===== config.mk =====
export PLATFORM = sky130hd
export DESIGN_NAME = key_note_select_flat
export DESIGN_NICKNAME = d
export VERILOG_FILES = /design/src/rtl/key_note_select_pkg.sv /design/src/rtl/key_note_select_if.sv /design/src/rtl/key_note_select_debouncer.sv /design/src/rtl/key_note_select.sv /design/src/flat_wrapper.sv
export SDC_FILE = /design/constraint.sdc
export NUM_CORES = 1
export LEC_CHECK = 0
export ABC_AREA = 1
export ABC_CLOCK_PERIOD_IN_PS = 3600
export CORE_MARGIN = 1
export CORE_UTILIZATION = 30
export DETAILED_ROUTE_END_ITERATION = 10
export GPL_TIMING_DRIVEN = 0
export PLACE_DENSITY = 0.56
export SLEW_MARGIN = 40
export SYNTH_ARGS = -nofsm -noshare
export SYNTH_HDL_FRONTEND = slang
export SYNTH_SLANG_ARGS = --single-unit

===== constraint.sdc =====
create_clock -name clk -period 3.6 [get_ports clk]
set_input_delay 0.72 -clock clk [delete_from_list [all_inputs] [get_ports clk]]
set_output_delay 0.72 -clock clk [all_outputs]
set_load 0.05 [all_outputs]

===== src/rtl/key_note_select_pkg.sv =====
// Shared types and the 10 MHz note divider table for the key/note selection front end.
package synth_pkg;
    localparam logic [17:0] NOTE_DIV [13] = '{38223, 36078, 34052, 32141, 30337, 28635, 27027,
                                             25511, 24079, 22727, 21452, 20248, 19111};

    typedef logic [3:0] note_idx_t;

    typedef enum logic {IDLE, PLAYING} sel_state_t;
endpackage


===== src/rtl/key_note_select_if.sv =====
// Raw key/button inputs and registered oscillator controls of key_note_select.
interface key_note_select_if #(parameter int NUM_KEYS = 13);
    import synth_pkg::*;

    logic [NUM_KEYS-1:0] keys;
    logic                oct_up;
    logic                oct_dn;
    logic [17:0]         divider;
    logic                enable;
    logic [1:0]          octve_dwn;
    note_idx_t           note_idx;
    logic                new_note;

    modport master (output keys, oct_up, oct_dn,
                    input  divider, enable, octve_dwn, note_idx, new_note);
    modport slave  (input  keys, oct_up, oct_dn,
                    output divider, enable, octve_dwn, note_idx, new_note);
endinterface


===== src/rtl/key_note_select_debouncer.sv =====
// Two-flop synchroniser plus stability counter; stable follows the synced level once it
// has differed for DEBOUNCE_CYCLES consecutive cycles. rise pulses the cycle stable goes 1.
module debouncer #(
    parameter int DEBOUNCE_CYCLES = 50000
) (
    input  logic clk,
    input  logic nRst,
    input  logic raw,
    output logic stable,
    output logic rise
);
    localparam int CW = $clog2(DEBOUNCE_CYCLES + 1);

    logic [1:0]    sync;
    logic [CW-1:0] cnt;

    always_ff @(posedge clk or negedge nRst) begin
        if (!nRst) begin
            sync   <= '0;
            cnt    <= '0;
            stable <= 1'b0;
            rise   <= 1'b0;
        end else begin
            sync <= {sync[0], raw};
            rise <= 1'b0;
            // Any cycle where the synced level matches stable restarts the count.
            if (sync[1] != stable) begin
                if (cnt == CW'(DEBOUNCE_CYCLES - 1)) begin
                    stable <= sync[1];
                    rise   <= sync[1];
                    cnt    <= '0;
                end else begin
                    cnt <= cnt + 1'b1;
                end
            end else begin
                cnt <= '0;
            end
        end
    end
endmodule


===== src/rtl/key_note_select.sv =====
// Debounces note keys and octave buttons, picks the active note, registers oscillator controls.
// Optional LAST_KEY_PRIORITY_EN: most recently pressed key wins instead of lowest index.
module key_note_select
    import synth_pkg::*;
#(
    parameter int NUM_KEYS        = 13,
    parameter int DEBOUNCE_CYCLES = 50000
) (
    input logic clk,
    input logic nRst,
    key_note_select_if.slave bus
);
    logic [NUM_KEYS-1:0] held, key_rise;
    logic                up_st, dn_st, up_rise, dn_rise;

    for (genvar i = 0; i < NUM_KEYS; i++) begin : g_key
        debouncer #(.DEBOUNCE_CYCLES(DEBOUNCE_CYCLES)) u_db (
            .clk(clk), .nRst(nRst), .raw(bus.keys[i]), .stable(held[i]), .rise(key_rise[i]));
    end

    debouncer #(.DEBOUNCE_CYCLES(DEBOUNCE_CYCLES)) u_db_up (
        .clk(clk), .nRst(nRst), .raw(bus.oct_up), .stable(up_st), .rise(up_rise));
    debouncer #(.DEBOUNCE_CYCLES(DEBOUNCE_CYCLES)) u_db_dn (
        .clk(clk), .nRst(nRst), .raw(bus.oct_dn), .stable(dn_st), .rise(dn_rise));

    logic       any_held;
    note_idx_t  low_held, sel_c;

    assign any_held = |held;

    always_comb begin
        low_held = '0;
        for (int i = NUM_KEYS - 1; i >= 0; i--)
            if (held[i]) low_held = note_idx_t'(i);
    end

`ifdef LAST_KEY_PRIORITY_EN
    note_idx_t low_rise, last_key;

    always_comb begin
        low_rise = '0;
        for (int i = NUM_KEYS - 1; i >= 0; i--)
            if (key_rise[i]) low_rise = note_idx_t'(i);
    end

    // A fresh press wins; otherwise keep last_key while held, else fall back to lowest held.
    always_comb begin
        if (|key_rise)          sel_c = low_rise;
        else if (held[last_key]) sel_c = last_key;
        else                    sel_c = low_held;
    end

    always_ff @(posedge clk or negedge nRst) begin
        if (!nRst)         last_key <= '0;
        else if (any_held) last_key <= sel_c;
    end
`else
    assign sel_c = low_held;
`endif

    sel_state_t state_q, state_d;

    always_ff @(posedge clk or negedge nRst) begin
        if (!nRst) state_q <= IDLE;
        else       state_q <= state_d;
    end

    always_comb begin
        state_d = state_q;
        case (state_q)
            IDLE:    if (any_held)  state_d = PLAYING;
            PLAYING: if (!any_held) state_d = IDLE;
            default: state_d = IDLE;
        endcase
    end

    logic [17:0] divider_q;
    logic        enable_q, new_note_q;
    logic [1:0]  oct_q;
    note_idx_t   note_q;

    always_ff @(posedge clk or negedge nRst) begin
        if (!nRst) begin
            divider_q  <= '0;
            enable_q   <= 1'b0;
            note_q     <= '0;
            new_note_q <= 1'b0;
        end else if (state_d == PLAYING) begin
            divider_q  <= NOTE_DIV[sel_c];
            enable_q   <= 1'b1;
            note_q     <= sel_c;
            new_note_q <= (state_q == IDLE) || (sel_c != note_q);
        end else begin
            divider_q  <= '0;
            enable_q   <= 1'b0;
            note_q     <= '0;
            new_note_q <= 1'b0;
        end
    end

    // Simultaneous up/down presses cancel.
    always_ff @(posedge clk or negedge nRst) begin
        if (!nRst)                                      oct_q <= '0;
        else if (dn_rise && !up_rise && oct_q != 2'd3)  oct_q <= oct_q + 2'd1;
        else if (up_rise && !dn_rise && oct_q != 2'd0)  oct_q <= oct_q - 2'd1;
    end

    assign bus.divider   = divider_q;
    assign bus.enable    = enable_q;
    assign bus.note_idx  = note_q;
    assign bus.new_note  = new_note_q;
    assign bus.octve_dwn = oct_q;
endmodule


===== src/flat_wrapper.sv =====
// flat-port wrapper written by rule: the top's interface ports become plain ports
module key_note_select_flat import synth_pkg::*;
#(
    parameter int NUM_KEYS        = 13,
    parameter int DEBOUNCE_CYCLES = 50000
)
  (clk, nRst, bus_keys, bus_oct_up, bus_oct_dn, bus_divider, bus_enable, bus_octve_dwn, bus_note_idx, bus_new_note);
  key_note_select_if #(.NUM_KEYS(NUM_KEYS)) bus_i ();
  input logic clk;
  input logic nRst;
  input wire logic [$bits(bus_i.keys)-1:0] bus_keys;
  input wire logic [$bits(bus_i.oct_up)-1:0] bus_oct_up;
  input wire logic [$bits(bus_i.oct_dn)-1:0] bus_oct_dn;
  output wire logic [$bits(bus_i.divider)-1:0] bus_divider;
  output wire logic [$bits(bus_i.enable)-1:0] bus_enable;
  output wire logic [$bits(bus_i.octve_dwn)-1:0] bus_octve_dwn;
  output wire logic [$bits(bus_i.note_idx)-1:0] bus_note_idx;
  output wire logic [$bits(bus_i.new_note)-1:0] bus_new_note;
  assign bus_i.keys = bus_keys;
  assign bus_i.oct_up = bus_oct_up;
  assign bus_i.oct_dn = bus_oct_dn;
  assign bus_divider = bus_i.divider;
  assign bus_enable = bus_i.enable;
  assign bus_octve_dwn = bus_i.octve_dwn;
  assign bus_note_idx = bus_i.note_idx;
  assign bus_new_note = bus_i.new_note;
  key_note_select #(.NUM_KEYS(NUM_KEYS), .DEBOUNCE_CYCLES(DEBOUNCE_CYCLES)) u_core (.clk(clk), .nRst(nRst), .bus(bus_i));
endmodule

==> out/summary.md, run 1 <==
The tools report the portion of the post-synthesis area used by sequential elements as 0.526. Number of clock sinks seen by CTS: 311. The worst-case hold slack came out at 0.0669 ns. Setup repair after global routing left no endpoint under its margin. The critical path goes through clkdlybuf4s50_1. The mean post-synth cell area works out to 8.71 um2. Summing every instance area after synthesis gives 14800 um2. In the detailed route, the total length drawn on met2 is 13100 um. In this run the worst path has a maximum fanout of 5. The share of final-layout standard cells stronger than drive strength 1 came out at 0.105. After floorplanning, the core was sized to cover 48800 um2. The repair_antennas step left the layout with diodes totalling 0. Measured along the y axis, the die boundary spans 224 um.

Setup violations remaining at the end of the flow were counted as 0. The worst slew margin relative to its limit was 0.562; the detailed placer's ending HPWL was 20500 um. The floorplan has 81 rows.

The flow ran to the end, and the final reports show no timing, DRC or antenna violations. The die area came out at 50200 um2. The total number of yosys warnings is 0, and the stage delay of the slowest cell on the critical path is 0.83 ns.

The endpoint type of the worst setup path is a primary output. The tools report the final routed DRC violation total as 0. After layout, the minimum clock period comes to 2.48 ns.

The path class of the tightest hold or removal check is in2async. The initial antenna violation count was 1. Async set-reset flop share out of synthesis: 1.00.

The first-pass iteration count of the detailed router is 5, and the maximum clock insertion buffer count is 3. The die width works out to 224 um. The most used standard cell by instance count after synthesis is sky130_fd_sc_hd__dfrtp_1.

Clock-pin slew was measured on the worst setup and hold paths at 0.06 ns. After detailed routing, the average wire length per cell comes to 11.6 um. The mux contribution to synthesized area is 0.000761, and the number of cells produced by synthesis is 1700. The port buffer count was 40; the setup skew after layout was 0.0152 ns. By area the synthesized netlist is led by sky130_fd_sc_hd__dfrtp_1 (53%), sky130_fd_sc_hd__inv_1 (6.7%), sky130_fd_sc_hd__nand2_1 (6.2%). For the post-route setup TNS, the log shows 0 ns. Clock insertion delay at the later pin of the skew report: 0.52 ns. Among cell families on the critical path, the largest total delay comes from buffers and inverters. Sorting the synthesized cells by how often they occur yields sky130_fd_sc_hd__dfrtp_1 (311), sky130_fd_sc_hd__inv_1 (264), sky130_fd_sc_hd__nand2_1 (245). The highest metal layer with signal wires is met4. The number of levels the H-tree was split into is 2, and the maximum number of pins on one net before global-route repair is 74.

The area share of the largest cell type after synthesis is 0.526, and the final estimated routing congestion in global placement is 0.825. For this block, wires on met1 add up to 14100 um. The compound-cell area share of the yosys netlist came out at 0.0851. The leading register cell type out of synthesis is sky130_fd_sc_hd__dfrtp_1. Unique cell type count in the Yosys netlist: 43. The worst setup path is launched from a register. Synthesis inferred 311 register bits. The number of buffer and inverter stages on the critical path was 1. The count of endpoints failing hold in the final timing report came out at 0.

For the slack of the critical path, the log shows 1.12 ns. The startpoint identified for the worst register-to-register timing path is u_core.g_key[10].u_db.stable. The post-synthesis share of cell area spent on and, or, nand and nor gates works out to 0.258. Area growth from synthesis to layout: 17.3%. The initial cell density of the core was 0.303.

The dominant cell type by area after synthesis was sky130_fd_sc_hd__dfrtp_1. The run gives 0.402 GHz as the timing-limited maximum frequency. Summed over all layers, the global routing overflow is 0. For the reported leakage power, the log shows 7.75 nW. The adder and majority cell fraction of the synthesized area was 0.0152. The logs give 1820 for the count of nets after finishing and 28700 um for the total wirelength of the detailed-routed design. For the data arrival time of the critical path, the log shows 1.76 ns. For the number of global-route vias before repair, the log shows 10873.

TritonCTS built the clock tree. The first global-routing pass estimated 50500 um of wire. Using the TritonRoute via totals, the vias-per-cell ratio works out to 4.47. The tree is rooted in a sky130_fd_sc_hd__clkbuf_16.

STA puts the critical path data required time at 2.88 ns. The transition time of the tightest slew-check pin was 0.655 ns. IR analysis of the VDD net gives a maximum drop of 251 uV. The number of gates resized after CTS was 0. Counting flops with a built-in enable in the synthesized netlist gives 0. The tool flagged a number of max-cap violations equal to 0. After the first detailed-routing iteration, the DRC count stood at 560. Among all stages on the critical path, the largest delay is contributed by sky130_fd_sc_hd__clkdlybuf4s50_1.

The run gives 0.356 as the share of the core filled with cells in the final layout. After synthesis, the largest family of logic cells by area is simple AND/OR/NAND/NOR gates. The share of the clock period used by the worst path is 0.690. The final route contains 11047 vias. Tracing the worst setup path back leads to its startpoint at u_core.bus.octve_dwn[0]. Areal power density over the cells: 430 nW/um2. Overall power consumption after layout is estimated at 7.47 mW. The count of final max-slew check failures was 0; the number of hold-repair buffers added at the cts stage was 0. For the post-CTS repair timing setup buffer count, the log shows 0. The tools report the number of buffers inserted during clock tree synthesis as 37. XOR/XNOR share of the synthesized area: 0.0432.

The amount of wire on met3 after detailed routing was 947 um. For this design the top-level I/O count stands at 43. The logs give 0 for the final antenna-violating net count and 1.16 ns for the worst setup slack after placement. The setup path with the least slack is of type reg2out.

The run gives 0.119 as the global-route usage over all layers.
placed cells by master (no fill, tap or decap), types with 3 or more instances in the layout:
cell,synthesis,routed
sky130_fd_sc_hd__o21ai_0,110,110
sky130_fd_sc_hd__nor3_2,28,28
sky130_fd_sc_hd__xnor2_1,20,20
sky130_fd_sc_hd__nand3_2,15,15
sky130_fd_sc_hd__buf_16,0,5
sky130_fd_sc_hd__inv_2,11,11
sky130_fd_sc_hd__clkdlybuf4s50_1,0,39
sky130_fd_sc_hd__nor3_1,35,35
sky130_fd_sc_hd__o21bai_1,3,3
sky130_fd_sc_hd__clkinv_1,3,3
sky130_fd_sc_hd__clkbuf_1,0,5
sky130_fd_sc_hd__or2_2,4,4
sky130_fd_sc_hd__ha_1,18,18
sky130_fd_sc_hd__xor2_1,53,53
sky130_fd_sc_hd__a31oi_1,15,15
sky130_fd_sc_hd__o21a_1,11,11
sky130_fd_sc_hd__nand2_2,13,13
sky130_fd_sc_hd__nand2_1,245,245
sky130_fd_sc_hd__nor2_2,39,39
sky130_fd_sc_hd__nor3b_1,11,11
sky130_fd_sc_hd__clkbuf_16,0,37
sky130_fd_sc_hd__nor4_1,29,29
sky130_fd_sc_hd__nand4_1,48,48
sky130_fd_sc_hd__clkbuf_8,0,13
sky130_fd_sc_hd__inv_1,264,264
sky130_fd_sc_hd__a21oi_1,84,84
sky130_fd_sc_hd__nand4_2,4,4
sky130_fd_sc_hd__nor2_1,225,225
sky130_fd_sc_hd__dfrtp_1,311,311
sky130_fd_sc_hd__nand3_1,73,73
metrics by stage:
stage,instances,area (um2)
2_1_floorplan,1701,14800
3_3_place_gp,2405,16000
3_5_place_dp,2410,16200
4_1_cts,2471,17400
5_1_grt,2471,17400
6_report,2471,17400
where the power goes:
group          switching [mW]  leakage [nW]  internal, mW  total (mW)
logic                   0.164          2.93        0.0852       0.249
registers              0.0419          4.24          3.56        3.60
clock network            1.41         0.582          2.21        3.62
registers in the layout (all words and copies together), names as in the netlist, 4 cells and up:
name and cells:
u_core.u_db_up.cnt 16, u_core.bus.note_idx 4, u_core.u_db_dn.cnt 16, u_core.bus.divider 16, u_core.g_key.u_db.stable 13, u_core.g_key.u_db.sync 26
u_core.g_key.u_db.cnt 208
kinds of logic (layout without fill, tap and decap cells):
kind of cell / Yosys count / after routing
simple gates: 779 / 779
flops: 311 / 311
buf+inv: 282 / 388
compound gates: 235 / 235
xor+xnor: 73 / 73
fa+ha+maj: 18 / 18
other cells: 1 / 2
mux: 1 / 1
metal layers:
metal  vias up  track usage
met5         -            0
met4         0       0.0327
met1      5215        0.159
li1       5686            -
met2       108        0.196
met3        38       0.0222
worst paths after layout:
| kind | end | slack, ns | cells past startpoint |
|---|---|---|---|
| worst max-delay path | bus_octve_dwn[0] | 1.12 | 1 |
| worst min register to register | u_core.g_key[4].u_db.sync[1] | 0.35 | 0 |
| min in group clk | u_core.g_key[4].u_db.sync[1] | 0.35 | 0 |
| max in group asynchronous | u_core.g_key[10].u_db.cnt[9] | 2.26 | 4 |
| worst max register to register | u_core.bus.divider[13] | 1.15 | 16 |
| worst min-delay path | u_core.g_key[4].u_db.cnt[12] | 0.07 | 1 |
cell type report:
class | instances | area, um2
Buffer | 4 | 25.0
Clock buffer | 55 | 1120
Clock inverter | 6 | 63.8
Fill cell | 5015 | 31500
Inverter | 278 | 1040
Multi-Input combinational cell | 1108 | 5960
Sequential cell | 311 | 7780
Tap cell | 664 | 831
Timing Repair Buffer | 45 | 543
(Power assumes the default switching activity.)
==> run 2, diff against run 1 <==
--- a/config.mk
+++ b/config.mk
@@ -6,7 +6,7 @@
 export NUM_CORES = 1
 export LEC_CHECK = 0
 export ABC_AREA = 1
-export ABC_CLOCK_PERIOD_IN_PS = 3600
+export ABC_CLOCK_PERIOD_IN_PS = 2300
 export CORE_MARGIN = 1
 export CORE_UTILIZATION = 30
 export DETAILED_ROUTE_END_ITERATION = 10
==> constraint.sdc (replaced) <==
create_clock -name clk -period 2.3 [get_ports clk]
set_input_delay 0.46 -clock clk [delete_from_list [all_inputs] [get_ports clk]]
set_output_delay 0.46 -clock clk [all_outputs]
set_load 0.05 [all_outputs]
==> run 2 against run 1 <==
Net effect:
- clock skew rose by 0.00078 ns
- cell count rose by 0.24%
- register-to-register slack got worse by 1.0 ns
- worst setup slack got worse by 1.0 ns
- routed wire length rose by 0.59%
- combinational power rose by 57%
- power rose by 57%
- flip-flop and latch count did not move
- critical path type unchanged
==> out/summary.md, run 2 (synthesized netlist as in run 1, its figures left out) <==
The flow ran to the end, and the final reports show no timing, DRC or antenna violations. The run gives 0 (unchanged) as the final antenna-violating net count. The switching share of power was 0.217 (+0.000247). TritonCTS built the clock tree. The first element of the critical path was u_core.bus.octve_dwn[0].

The number of buffers inserted during clock tree synthesis was 37 (unchanged); the final estimated routing congestion in global placement was 0.825 (unchanged). The detail-routed net length per standard cell came out at 11.6 um (+0.35%). The total wirelength of the detailed-routed design was 28800 um (+0.59%).

Die width: 224 um (unchanged). The clock slew seen by the registers of the worst setup and hold paths was 0.06 ns (about the same); the sequential cell fraction of total power was 0.481 (about the same). The die area is 50200 um2 (unchanged), and the share of the clock period used by the worst path is 0.967. The summed area of non-filler cells in the final layout is 17500 um2 (+0.61%). The initial antenna violation count came out at 1 (unchanged).

The slowest stage of the critical path is the sky130_fd_sc_hd__clkdlybuf4s50_1 cell. The standard cell area after detailed placement is 16200 um2 (unchanged). The worst hold path begins at u_core.g_key[4].u_db.sync[0]. Derived from the worst setup path, the maximum achievable clock frequency is 0.450 GHz. The tools report the combinational cell fraction of total power as 0.034 (about the same).

The largest registers in the layout are u_core.g_key.u_db.cnt: 208 flops, u_core.g_key.u_db.sync: 26 flops. The logs give 81 (unchanged) for the floorplan row count and 0.119 (about the same) for the global-route usage over all layers. Subtracting the final worst setup slack from the clock period gives 2.22 ns.

The tools report the detailed placer's ending HPWL as 20500 um (unchanged). The maximum number of pins on one net before global-route repair is 74 (unchanged), and the share of final-layout standard cells stronger than drive strength 1 is 0.116 (+0.0118). For the number of global-route vias before repair, the log shows 10879 (+0.055%). u_core.g_key.u_db.cnt holds more flip-flops than any other register.

The maximum vdd drop is 393 uV (+57%). The count of endpoints failing setup in the final report came out at 0 (unchanged). For the total via count in the routed design, the log shows 11061 (+0.13%). The run gives 50600 um (about the same) as the wire length of the first global-routing pass. Flip-flop count of the largest register after layout: 208 (unchanged). The kind of cell adding the most delay to the critical path was buffers and inverters. The number of clock sinks seen by CTS was 311 (unchanged). The count of inserted antenna diode cells came out at 0 (unchanged). The final routed DRC violation total was 0 (unchanged). The port buffer count is 40 (unchanged). The startpoint class of the critical path is a register.

The launch instance of the worst register-to-register path is u_core.g_key[11].u_db.stable. The tools report the net switching component of the power as 2.53 mW (+57%). The maximum clock insertion buffer count is 3 (unchanged), and the area growth from synthesis to layout is 18.0%. The run gives 43 (unchanged) as the number of I/O pins. The library cell used most frequently in the layout, excluding fill and tap cells, is sky130_fd_sc_hd__dfrtp_1. The number of buffer and inverter stages on the critical path is 1 (unchanged), and the number of DRC markers after the initial detailed-route iteration is 587 (+4.8%). The share of the core filled with cells in the final layout is 0.358 (+0.00215), and the data arrival time of the critical path is 1.76 ns (about the same). The post-route setup TNS came out at 0 ns (unchanged).

The signal on the critical path passes through clkdlybuf4s50_1. Endpoint type of the worst setup path: a primary output. For the worst slew margin relative to its limit, the log shows 0.560 (-0.00216). The transition time of the tightest slew-check pin works out to 0.658 ns (+0.00322 ns). The count of final max-slew check failures was 0 (unchanged); the total global routing overflow was 0 (unchanged). The vertical extent of the die is 224 um (unchanged). The tools report the master cell of the clock root buffer as sky130_fd_sc_hd__clkbuf_16. The logs give 0 (unchanged) for the number of max-capacitance violations reported and 1.84 ns (-1.04 ns) for the endpoint required time on the critical path. The peak fanout along the critical path came out at 5 (unchanged). The run gives 9.16 mW (+57%) as the internal power component. In the layout the commonest cells are sky130_fd_sc_hd__dfrtp_1 (310), sky130_fd_sc_hd__inv_1 (261), sky130_fd_sc_hd__nand2_1 (242).

The tools report the count of endpoints failing hold in the final timing report as 0 (unchanged). For the initial cell density of the core, the log shows 0.303 (unchanged). The stage delay of the slowest cell on the critical path came out at 0.83 ns (about the same). For the number of levels the H-tree was split into, the log shows 2 (unchanged). The slack of the worst reg-to-reg path was 0.15 ns (-1.00 ns). The reported leakage power was 7.78 nW (+0.38%).

The area of the core region was 48800 um2 (unchanged). The clock insertion delay at the later pin of the skew report came out at 0.52 ns (about the same). The critical setup path kind was reg2out.

The filler cell count in the final layout is 5003 (-0.24%). Kind of path behind the tightest hold check: reg2reg. The first-pass iteration count of the detailed router was 5 (unchanged); the detailed-route vias per instance was 4.47 (-0.12%). Count of nets after finishing: 1826 (+0.33%). Areal power density over the cells: 669 nW/um2 (+56%). The run gives 0.485 (about the same) as the clock share of power.

Setup skew after layout: 0.0160 ns (+0.000780 ns).
-- run 2: per-layer routing --
| layer | up-vias | GRT usage | routed length (um) | part of all wire |
|---|---|---|---|---|
| met5 | - | 0 | 0 | 0 |
| met4 | 0 | 0.0320 | 475 | 0.016 |
| met3 | 36 | 0.0222 | 958 | 0.033 |
| met2 | 117 | 0.197 | 13200 | 0.46 |
| met1 | 5208 | 0.159 | 14200 | 0.49 |
| li1 | 5700 | - | - | - |
-- run 2: timing repair --
action	4_1_cts	5_1_grt
buffers inserted	1	4
cloned	0	0
hold buffers	1	0
endpoints found under the setup margin	6	11
resized for setup	5	15
pin swaps	0	2
hold endpoints to repair	32	0
-- run 2: cell type report --
type / instances / area [um2] / area share
repair buffers: 51 / 591 / 0.0338
inverters: 278 / 1040 / 0.0597
well taps: 664 / 831 / 0.0475
clock buffers: 55 / 1120 / 0.0643
flip-flops and latches: 311 / 7780 / 0.445
multi-input cells: 1108 / 6020 / 0.344
clock inverters: 6 / 63.8 / 0.00365
plain buffers: 4 / 25.0 / 0.00143
-- run 2: power groups by stage --
stage          Clock, mW  Sequential (mW)  Combinational [mW]
6_report            5.68             5.63               0.392
2_1_floorplan          0             5.71               0.188
3_5_place_dp           0             5.73               0.407
4_1_cts             5.91             5.63               0.411
3_3_place_gp           0             5.73               0.374
5_1_grt             6.12             5.64               0.463
-- run 2: metrics by stage --
| step | hold slack (ns) | std cells | worst slack (ns) | power [mW] |
|---|---|---|---|---|
| floorplan | 0.164 | 1701 | 0.360 | 5.90 |
| global placement | 0.334 | 2405 | -13.12 | 6.11 |
| detailed placement | 0.335 | 2410 | -0.144 | 6.14 |
| CTS | 0.343 | 2473 | 0.0153 | 12.0 |
| global route | 0.357 | 2477 | -0.00896 | 12.2 |
| finish | 0.347 | 2477 | 0.0760 | 11.7 |
-- run 2: path summary, 6_finish.rpt --
kind,cells past startpoint,to
worst max register to register,12,u_core.bus.divider[2]
worst min-delay path,0,u_core.g_key[4].u_db.sync[1]
worst max-delay path,1,bus_octve_dwn[0]
max in group asynchronous,5,u_core.g_key[9].u_db.stable
min in group asynchronous,2,u_core.g_key[4].u_db.cnt[12]
worst min register to register,0,u_core.g_key[4].u_db.sync[1]
==> run 3, diff against run 2 <==
--- a/config.mk
+++ b/config.mk
@@ -12,7 +12,8 @@
 export DETAILED_ROUTE_END_ITERATION = 10
 export GPL_TIMING_DRIVEN = 0
 export PLACE_DENSITY = 0.56
-export SLEW_MARGIN = 40
+export SLEW_MARGIN = 20
 export SYNTH_ARGS = -nofsm -noshare
 export SYNTH_HDL_FRONTEND = slang
 export SYNTH_SLANG_ARGS = --single-unit
+export TNS_END_PERCENT = 10
==> run 3 against run 2 <==
Net effect:
- worst setup slack lost 0.0040 ns
- combinational power shrank 3%
- sequential power is essentially flat
==> out/summary.md, run 3 (synthesized netlist as in run 1, its figures left out) <==
The peak fanout along the critical path was 5 (unchanged); the number of buffers inserted during clock tree synthesis was 37 (unchanged). Tracing the worst setup path back leads to its startpoint at u_core.bus.octve_dwn[0]. The number of max-capacitance violations reported was 0 (unchanged); the slack of the critical path was 0.0720 ns (-0.00403 ns).

The count of endpoints failing setup in the final report was 0 (unchanged). The count of endpoints failing hold in the final timing report is 0 (unchanged), and the number of DRC markers after the initial detailed-route iteration is 542 (-7.7%). The critical path goes through clkdlybuf4s50_1.

The setup skew after layout was 0.0183 ns (+0.00227 ns); the stage delay of the slowest cell on the critical path was 0.83 ns (about the same). The count of final max-slew check failures is 0 (unchanged). For the timing-limited maximum frequency, the log shows 0.449 GHz (-0.18%).

The logs give 0.52 ns (about the same) for the clock insertion delay at the later pin of the skew report and 0 (unchanged) for the final routed DRC violation total. The number of global-route vias before repair is 10994 (+1.1%), and the total global routing overflow is 0 (unchanged). The master cell of the clock root buffer is sky130_fd_sc_hd__clkbuf_16. The largest individual stage delay along the critical path comes from the cell sky130_fd_sc_hd__clkdlybuf4s50_1. The critical path ends at bus_octve_dwn[0]. The floorplan row count is 81 (unchanged). The largest registers in the layout are u_core.g_key.u_db.cnt: 208 flops, u_core.g_key.u_db.sync: 26 flops. The most common library cell in the layout ignoring fill and taps was sky130_fd_sc_hd__dfrtp_1. The number of clock sinks seen by CTS is 311 (unchanged). The data arrival time of the critical path came out at 1.77 ns (about the same). The worst register-to-register path ends at u_core.bus.divider[11].

The run gives 0.825 (unchanged) as the final estimated routing congestion in global placement. The logs give 470 uV (+20%) for the maximum vdd drop and 0.118 (-0.000581) for the global-route usage over all layers. The final antenna-violating net count is 0 (unchanged), and the initial cell density of the core is 0.303 (unchanged). Initial antenna violation count: 0 (-1). The kind of cell adding the most delay to the critical path was buffers and inverters. The worst setup path is captured at a primary output. The area of the core region is 48800 um2 (unchanged). Share of the core filled with cells in the final layout: 0.357 (-0.00123). TritonCTS built the clock tree. The worst setup slack after placement came out at -0.127 ns (+0.0168 ns). The library cells used most frequently in the layout, excluding fill and tap cells, are sky130_fd_sc_hd__dfrtp_1 (310), sky130_fd_sc_hd__inv_1 (262), sky130_fd_sc_hd__nand2_1 (242). The number of cells on the worst reg-to-reg path was 18 (+6); the detail-routed net length per standard cell was 11.5 um (-1.0%). Startpoint class of the critical path: a register. The kind of path behind the tightest hold check is reg2reg.

First-pass iteration count of the detailed router: 5 (unchanged). The critical path depth came out at 1 (unchanged). Vertical extent of the die: 224 um (unchanged).

The share of the clock period used by the worst path was 0.969 (+0.00175). The flip-flop count of the largest register after layout is 208 (unchanged). Relative to the synthesized area, the layout overhead comes to 17.6%. The tools report the count of nets after finishing as 1824 (-0.11%).

The count of inserted antenna diode cells is 0 (unchanged), and the endpoint required time on the critical path is 1.84 ns (about the same). The worst slew margin relative to its limit is 0.584 (+0.0238). Transition time of the tightest slew-check pin: 0.625 ns (-0.0333 ns). The share of final-layout standard cells stronger than drive strength 1 was 0.115 (-0.00153); the die width was 224 um (unchanged). Critical setup path kind: reg2out. The logs give 0 ns (unchanged) for the post-route setup TNS and 97 (+31%) for the maximum number of pins on one net before global-route repair. Reported leakage power: 7.76 nW (-0.25%).

The total via count in the routed design is 11167 (+0.96%). The slack of the worst reg-to-reg path was 0.14 ns (about the same); the areal power density over the cells was 672 nW/um2 (+0.45%). The tools report the total wirelength of the detailed-routed design as 28500 um (-1.1%). The flow ran to the end, and the final reports show no timing, DRC or antenna violations.

The run gives 43 (unchanged) as the number of I/O pins. Port buffer count: 40 (unchanged). Launch instance of the worst register-to-register path: u_core.g_key[10].u_db.stable. Clock slew seen by the registers of the worst setup and hold paths: 0.05 ns (about the same).

The maximum clock insertion buffer count was 3 (unchanged). The number of levels the H-tree was split into is 2 (unchanged), and the detailed-route vias per instance is 4.51 (+1.0%). Clock period minus worst slack: 2.23 ns (+0.00403 ns). The detailed placer's ending HPWL was 20300 um (-0.89%); the wire length of the first global-routing pass was 50500 um (about the same). The number of buffer and inverter stages on the critical path was 1 (unchanged). Most flop-heavy register: u_core.g_key.u_db.cnt. Die area: 50200 um2 (unchanged).
-- run 3: changes by cell type in the layout (fill, tap and decap cells not counted), sizes merged --
| cell | delta |
|---|---|
| clkinv | +4 |
| buf | -2 |
| bufinv | +2 |
| clkbuf | -8 |
| inv | +2 |
-- run 3: how the worst min path moves through the flow --
stage	startpoint	end	slack (ns)	cells past startpoint
6_report	u_core.g_key[4].u_db.sync[0]	u_core.g_key[4].u_db.sync[1]	0.35	0
3_3_place_gp	u_core.u_db_dn.sync[0]	u_core.u_db_dn.sync[1]	0.33	0
2_1_floorplan	nRst	u_core.bus.divider[0]	0.16	0
4_1_cts	bus_oct_dn	u_core.u_db_dn.sync[0]	0.35	1
3_5_place_dp	u_core.g_key[4].u_db.sync[0]	u_core.g_key[4].u_db.sync[1]	0.34	0
5_1_grt	u_core.g_key[2].u_db.sync[0]	u_core.g_key[2].u_db.sync[1]	0.35	0
-- run 3: final cells by class --
type                            count  area, um2
Fill cell                        5031      31400
Sequential cell                   311       7780
Multi-Input combinational cell   1108       6020
Inverter                          278       1040
Clock buffer                       47       1020
Tap cell                          664        831
Timing Repair Buffer               49        536
Clock inverter                     14        158
Buffer                              4       25.0
-- run 3: routing by layer --
metal / share of wire / GRT usage / vias up
li1: - / - / 5693
met4: 0.019 / 0.0336 / 0
met2: 0.46 / 0.198 / 126
met3: 0.031 / 0.0206 / 43
met5: 0 / 0 / -
met1: 0.49 / 0.157 / 5305
-- run 3: timing repair --
item / CTS / global route
gates resized for setup: 4 / 15
hold endpoints to repair: 78 / 0
setup endpoints to repair: 4 / 10
hold buffers: 1 / 0
buffers inserted: 0 / 5
pin swaps: 0 / 1
-- run 3: power by group --
part / internal, mW / total [mW] / switching (mW)
Combinational: 0.124 / 0.380 / 0.256
Sequential: 5.56 / 5.63 / 0.0645
Clock: 3.47 / 5.70 / 2.23
Total: 9.16 / 11.7 / 2.55
-- run 3: metrics by stage --
step           hold slack (ns)  cell area [um2]  cells  power [mW]
6_report                 0.346            17400   2475        11.7
3_3_place_gp             0.334            16000   2405        6.11
3_5_place_dp             0.336            16100   2408        6.12
4_1_cts                  0.346            17300   2470        12.0
5_1_grt                  0.352            17400   2475        12.2
2_1_floorplan            0.164            14800   1701        5.90
